===== src/rtl/imm_encoder.sv =====
// imm_encoder: two-stage pipelined immediate encoder.
// Writes a two's-complement immediate into the bit fields of an instruction
// template for the selected immediate format. Template bits outside the
// format's fields pass through unchanged.
// Optional feature macro: IMM_ENC_RANGE_CHECK_EN. When defined, each beat is
// checked for exact representability (range and alignment), flagged on
// out_range_err and counted in a saturating err_count. When undefined both
// outputs are tied to zero; encoding and truncation are identical either way.

module imm_encoder #(
  parameter int DATA_WIDTH    = 32,
  parameter int ERR_CNT_WIDTH = 16
) (
  input  logic                     clk,
  input  logic                     rst,
  input  logic                     in_valid,
  output logic                     in_ready,
  input  logic [DATA_WIDTH-1:0]    in_instr,
  input  logic [2:0]               in_imm_src,
  input  logic [DATA_WIDTH-1:0]    in_imm,
  output logic                     out_valid,
  input  logic                     out_ready,
  output logic [DATA_WIDTH-1:0]    out_instr,
  output logic                     out_range_err,
  output logic [ERR_CNT_WIDTH-1:0] err_count
);

  logic        s1_valid;
  logic [31:0] s1_instr;
  logic [2:0]  s1_src;
  logic [31:0] s1_imm;
  logic        s2_valid;
  logic [31:0] s2_instr;
  logic        s2_ready;
  logic        in_fire;
  logic [31:0] merged;

  // Scatter the immediate into the selected format's instruction fields.
  // Formats 110 and 111 fall through to the I layout.
  function automatic logic [31:0] encode(input logic [31:0] tmpl,
                                         input logic [2:0]  src,
                                         input logic [31:0] imm);
    logic [31:0] r;
    r = tmpl;
    case (src)
      3'b001: r[28:14] = imm[14:0];
      3'b010: begin
        r[28:19] = imm[14:5];
        r[4:0]   = imm[4:0];
      end
      3'b011: begin
        r[28:13] = imm[27:12];
        r[9:0]   = imm[11:2];
      end
      3'b100: r[28:13] = imm[17:2];
      3'b101: r[28:9]  = imm[31:12];
      default: r[27:14] = imm[13:0];
    endcase
    return r;
  endfunction

  // A stage can take a new beat when it is empty or its contents are leaving.
  assign s2_ready  = !s2_valid || out_ready;
  assign in_ready  = !s1_valid || s2_ready;
  assign in_fire   = in_valid && in_ready;
  assign out_valid = s2_valid;
  assign out_instr = s2_instr;

  // Stage 1: capture template, format and immediate on an input handshake.
  always_ff @(posedge clk) begin
    if (rst) begin
      s1_valid <= 1'b0;
      s1_instr <= '0;
      s1_src   <= '0;
      s1_imm   <= '0;
    end else if (in_fire) begin
      s1_valid <= 1'b1;
      s1_instr <= in_instr;
      s1_src   <= in_imm_src;
      s1_imm   <= in_imm;
    end else if (s2_ready) begin
      s1_valid <= 1'b0;
    end
  end

  // Field merge happens between the stages so the output is a pure register.
  always_comb begin
    merged = encode(s1_instr, s1_src, s1_imm);
  end

  // Stage 2: register the merged instruction; holds while downstream stalls.
  always_ff @(posedge clk) begin
    if (rst) begin
      s2_valid <= 1'b0;
      s2_instr <= '0;
    end else if (s2_ready) begin
      s2_valid <= s1_valid;
      if (s1_valid) begin
        s2_instr <= merged;
      end
    end
  end

`ifdef IMM_ENC_RANGE_CHECK_EN

  logic                     s1_err;
  logic                     s2_err;
  logic [ERR_CNT_WIDTH-1:0] err_cnt_q;

  // Representable means every bit above the field's top bit equals the sign,
  // and any implicit low zero bits really are zero.
  function automatic logic is_legal(input logic [2:0]  src,
                                    input logic [31:0] imm);
    logic ok;
    case (src)
      3'b001, 3'b010: ok = (&imm[31:14]) || !(|imm[31:14]);
      3'b011: ok = ((&imm[31:27]) || !(|imm[31:27])) && (imm[1:0] == 2'b00);
      3'b100: ok = ((&imm[31:17]) || !(|imm[31:17])) && (imm[1:0] == 2'b00);
      3'b101: ok = (imm[11:0] == 12'h000);
      default: ok = (&imm[31:13]) || !(|imm[31:13]);
    endcase
    return ok;
  endfunction

  // Legality is judged on the raw input and travels alongside the beat.
  always_ff @(posedge clk) begin
    if (rst) begin
      s1_err <= 1'b0;
    end else if (in_fire) begin
      s1_err <= !is_legal(in_imm_src, in_imm);
    end
  end

  // Error flag follows its beat into stage 2 under the same load condition.
  always_ff @(posedge clk) begin
    if (rst) begin
      s2_err <= 1'b0;
    end else if (s2_ready && s1_valid) begin
      s2_err <= s1_err;
    end
  end

  // Count flagged beats as they leave; stick at all-ones.
  always_ff @(posedge clk) begin
    if (rst) begin
      err_cnt_q <= '0;
    end else if (s2_valid && out_ready && s2_err && !(&err_cnt_q)) begin
      err_cnt_q <= err_cnt_q + 1'b1;
    end
  end

  assign out_range_err = s2_err;
  assign err_count     = err_cnt_q;

`else

  assign out_range_err = 1'b0;
  assign err_count     = '0;

`endif

endmodule

===== config.mk =====
export PLATFORM = sky130hd
export DESIGN_NAME = imm_encoder
export DESIGN_NICKNAME = d
export VERILOG_FILES = /design/src/rtl/imm_encoder.sv
export SDC_FILE = /design/constraint.sdc
export NUM_CORES = 1
export LEC_CHECK = 0
export CORE_ASPECT_RATIO = 1.25
export CORE_UTILIZATION = 47
export DETAILED_ROUTE_END_ITERATION = 7
export GPL_TIMING_DRIVEN = 0
export MAX_ROUTING_LAYER = met4
export PLACE_DENSITY_LB_ADDON = 0.25
export REMOVE_ABC_BUFFERS = 1
export SLEW_MARGIN = 20
export SYNTH_ARGS = -nofsm -noshare
export SYNTH_HDL_FRONTEND = slang
export SYNTH_SLANG_ARGS = --single-unit

===== constraint.sdc =====
create_clock -name clk -period 1.8 [get_ports clk]
set_clock_uncertainty 0.15 [all_clocks]
set_input_delay 0.36 -clock clk [delete_from_list [all_inputs] [get_ports clk]]
set_output_delay 0.36 -clock clk [all_outputs]
set_load 0.005 [all_outputs]

* Word level (Yosys, flattened, before mapping)
Cells that the tools add are included.
** Storage, ports and cells
- Latch bits :: 0
- Register bits after elaboration :: 101
- Input port bits :: 71
- Word-level logic and storage cells :: 29
- Memories :: 0
- ROM bits :: 0
- Output and inout bits :: 51
- Bits in writable memories :: 0
** Operators by class
- Equality and inequality tests :: 5
- Multiplexer cells :: 10
- Shifts and indexed selects :: 0
- Magnitude comparators :: 0
- Reductions and logical operators :: 8
- Bitwise gates (word level) :: 0
- $mul :: 0
- Add/sub/neg operators :: 0
- Divide/modulo/power cells :: 0
** Operator list (count)
- $pmux W9 S3 :: 1
- $pmux W5 S4 :: 1
- $pmux W5 S2 :: 1
- $eq A3 B2 Y1 const B :: 2
- $eq A3 B3 Y1 const B :: 2
- $mux W4 :: 1
- $pmux W1 S4 :: 1
- $eq A3 B1 Y1 const B :: 1
- $mux W3 :: 1
- $pmux W1 S3 :: 1
- $logic_not A1 Y1 :: 2
- $logic_or A1 B1 Y1 :: 2
- $mux W1 :: 2
- $pmux W1 S2 :: 1
- $reduce_and A2 Y1 :: 1
- $reduce_bool A2 Y1 :: 1
- $reduce_or A2 Y1 :: 1
- $logic_and A1 B1 Y1 :: 1

* Longest topological paths before layout
- Depth in word-level cells :: 5
- Mapped depth :: 7
- Gate-level depth less buffers :: 4

* Least setup slack after synthesis
Ideal clock, no wire load.
- Path kind :: input to register
- Start :: input port out_ready
- End :: register s1_imm[14]
- Path slack :: 262 ps
- Arrival time :: 1256 ps
- Required time :: 1518 ps
- Setup time :: 132 ps
- Cell stages on the path :: 7
- Cells stage by stage :: nand3b_1 > and2_1 > clkbuf_1 > buf_4 > buf_4 > nand2_1 > a21oi_1
** On the way
- Cells in the longest elaborated chain, start to end :: 3
** Ends and longest elaborated chain
- from (decl) :: RTL line 22 : input logic out_ready,
- $logic_or A1 B1 Y1 :: RTL line 63 : assign s2_ready = !s2_valid || out_ready;
- $logic_or A1 B1 Y1 :: RTL line 64 : assign in_ready = !s1_valid || s2_ready;
- $logic_and A1 B1 Y1 :: RTL line 65 : assign in_fire = in_valid && in_ready;
- to (signal assigned) :: RTL line 80 : s1_imm <= in_imm;
- to (decl) :: RTL line 31 : logic [31:0] s1_imm;
No other way between the ends.
A chain may end at the register's enable or synchronous reset.

* Worst setup path after layout
- Start :: register s2_instr[1] (netlist: out_instr[1])
- End :: output port out_instr[1]
** RTL lines
- from (decl) :: RTL line 33 : logic [31:0] s2_instr;
- from (signal assigned) :: RTL line 99 : s2_instr <= merged;
- to (decl) :: RTL line 23 : output logic [DATA_WIDTH-1:0] out_instr,
No word-level cell between the ends.

==> insert_results.sql <==
INSERT INTO impl_metrics (metric_group, metric, value, unit) VALUES
('routing', 'ant_nets', '0', ''),
('setup_path', 'critPathMaxStageDelay', '0.54', 'ns'),
('setup_path', 'crit_arrival', '1.25', 'ns'),
('clock_network', 'clk_sinks', '92', ''),
('setup_path', 'critical_path.slowest_cell', 'clkdlybuf4s50_1', ''),
('global_routing', 'total_routing_usage_reported_by_global_routing', '23.7', '%'),
('min_path', 'min_path_type', 'input pin to flop', ''),
('job', 'number_of_maximum_capacitance_constraint_violations', '0', ''),
('clock_network', 'path_clk_slew', '0.09', 'ns'),
('final_layout', 'n_antenna_cell', '0', ''),
('outcome', 'status', 'finished, final reports clean', ''),
('final_layout', 'leading_cell_types_in_the_layout_fill_and_taps_excluded', 'nand2_1, clkdlybuf4s50_1, dfxtp_1', ''),
('floorplanning', 'fp.dieW', '85.6', 'um'),
('floorplanning', 'io-pin-count', '122', ''),
('yosys', 'synth-main-ff-cell', 'dfxtp_1', ''),
('yosys', 'syn-instance-count', '516', ''),
('routing', 'via_per_inst', '5.51', ''),
('pwr', 'combinationalPowerShare', '15.5', '%'),
('pwr', 'total_switching_power', '1.14', 'mW'),
('timing', 'layout_min_cycle_time', '1.76', 'ns'),
('yosys', 'synth.ff_latch_count', '92', ''),
('yosys', 'sequential_cell_area_fraction_in_the_yosys_report', '44.9', '%'),
('timing', 'final_layout_setup_total_negative_slack', '0', 'ns'),
('floorplanning', 'initial_utilization', '49.3', '%'),
('setup_path', 'worstSetupPathType', 'flop to output pin', ''),
('floorplanning', 'fp-row-count', '37', ''),
('pwr', 'netSwitchingFraction', '26.1', '%'),
('pwr', 'seq_power_share', '51.7', '%'),
('timing', 'final.period_utilization', '97.9', '%'),
('clock_network', 'clock_insertion_delay_worst_skew', '0.37', 'ns'),
('final_layout', 'postLayoutCoreUtil', '64.4', '%'),
('floorplanning', 'die-height', '106', 'um'),
('routing', 'route.detailed.wl_per_inst', '15.9', 'um'),
('setup_path', 'start_kind', 'flop', ''),
('timing', 'rsz0062_at_grt', 'true', ''),
('timing', 'hold_violations', '0', ''),
('yosys', 'asyncSetResetFlopFracSynth', '0', '%'),
('routing', 'vias', '3854', ''),
('setup_path', 'critical_path_required', '1.29', 'ns'),
('final_layout', 'final_common_cell', 'nand2_1', ''),
('setup_path', 'worst-path-buf-inv', '1', ''),
('timing', 'achievable-frequency', '0.567', 'GHz'),
('timing', 'final.hold.worst_slack', '0.305', 'ns'),
('pwr', 'p_int', '3.22', 'mW'),
('final_layout', 'drive_gt1_share', '9.47', '%'),
('yosys', 'netlist_area', '4110', 'sq um'),
('timing', 'setup_viol', '0', ''),
('pwr', 'static-leakage-power', '2.01', 'nW'),
('global_routing', 'globalRoute.totalOverflow', '0', ''),
('routing', 'drt_pass1_iterations', '5', ''),
('final_layout', 'layoutNonFillerInstCount', '699', ''),
('floorplanning', 'die_area', '9110', 'sq um'),
('global_routing', 'first_global_vias', '3542', ''),
('clock_network', 'cts_hold_buf', '0', ''),
('placement', 'place_hpwl', '6990', 'um'),
('global_routing', 'grt_start_max_net_pins', '47', ''),
('yosys', 'mapped_avg_cell_area', '7.96', 'sq um'),
('clock_network', 'cts_buffer_depth', '2', ''),
('setup_path', 'worst-path-max-fanout', '2', ''),
('routing', 'drc', '0', ''),
('final_layout', 'area_delta_synth_final', '30.6', '%'),
('yosys', 'yosys_warnings', '0', ''),
('routing', 'wl', '11100', 'um'),
('timing', 'postLayoutSetupSlackWorst', '0.0372', 'ns'),
('routing', 'initialDrtViolationCount', '231', ''),
('final_layout', 'nets', '668', ''),
('clock_network', 'tritoncts', 'done', ''),
('setup_path', 'worst_path_cell_trace', 'clkdlybuf4s50_1', ''),
('pwr', 'ir_worst_vdd', '411', 'uV'),
('yosys', 'synth.lib_cells_used.distinct', '40', ''),
('final_layout', 'fillCellCount', '756', '');
-- kinds of logic after synthesis --
kind of cell / Yosys count / synth area share [%]
muxes: 20 / 5.09
buffers and inverters: 61 / 8.84
and+or+nand+nor: 217 / 21.8
DFF: 92 / 44.9
other: 1 / 0.0913
AOI/OAI and AO/OA: 125 / 19.3
-- synth_stat cells, types with 3 or more instances --
cell type  instances  share of area (%)
dfxtp_1           92                 45
o211ai_1           7                1.3
a21oi_1           73                8.9
clkbuf_1          16                1.5
nand2b_1           4               0.61
buf_6              4                1.1
a22o_1             3               0.64
buf_4             22                4.0
o21ai_0            4               0.49
a211oi_1           7                1.3
a221oi_1           5                1.1
nor2_1            26                2.4
a222oi_1           3               0.73
nand3b_1           3               0.55
nand2_1          168                 15
a311oi_1           9                1.9
o2bb2ai_1          4               0.85
mux2_2             7                1.9
mux2i_1           13                3.2
buf_2             16                2.0
o221ai_1           4               0.85
-- state kept, by name (all words and copies together) (netlist names) --
signal,flops
s1_src,3
s1_imm,32
out_instr,32
s1_valid,1
s1_instr,23
out_valid,1
-- power by group through the flow --
stage	registers (mW)	logic, mW	clock network (mW)
after CTS	2.25	0.650	1.44
after global routing	2.27	0.737	1.52
after detailed placement	2.30	0.627	0
after global placement	2.30	0.592	0
final	2.25	0.675	1.43
after floorplan	2.28	0.279	0
-- final cells by class --
type | count | area, sq um | area share (%)
clock inverter | 4 | 47.5 | 0.887
timing repair buffer | 110 | 1160 | 21.6
tap | 97 | 121 | 2.26
inverter | 2 | 7.51 | 0.140
clock buffer | 12 | 155 | 2.89
multi-input combinational | 382 | 2020 | 37.6
sequential | 92 | 1860 | 34.6
-- repair_timing --
item                                    in CTS  in global routing
cloned                                       1                  3
pin swaps                                    0                  1
gates resized for setup                     11                  7
setup buffers                                9                  1
endpoints found under the setup margin      61                 37
-- routing by layer --
metal	GRT usage [%]	wire length (um)	vias up
li1	-	-	1885
met1	26.4	4590	1836
met2	42.0	5720	108
met3	4.35	495	25
met4	8.45	313	0
met5	-	0	-
-- per-stage QoR --
step                instance area (sq um)  total power, mW
detailed placement                   4980             2.92
global route                         5360             4.52
CTS                                  5290             4.34
finish                               5360             4.36
floorplan                            3810             2.56
global placement                     4880             2.89
-- final timing paths --
path / startpoint / to / slack (ns) / cells after the start
min reg2reg: s1_instr[29] / out_instr[29] / 0.31 / 2
min: rst / s1_instr[9] / 0.31 / 2
max: out_instr[1] / out_instr[1] / 0.04 / 1
max reg2reg: s1_src[1] / out_instr[27] / 0.09 / 6
(Power assumes the default switching activity.)
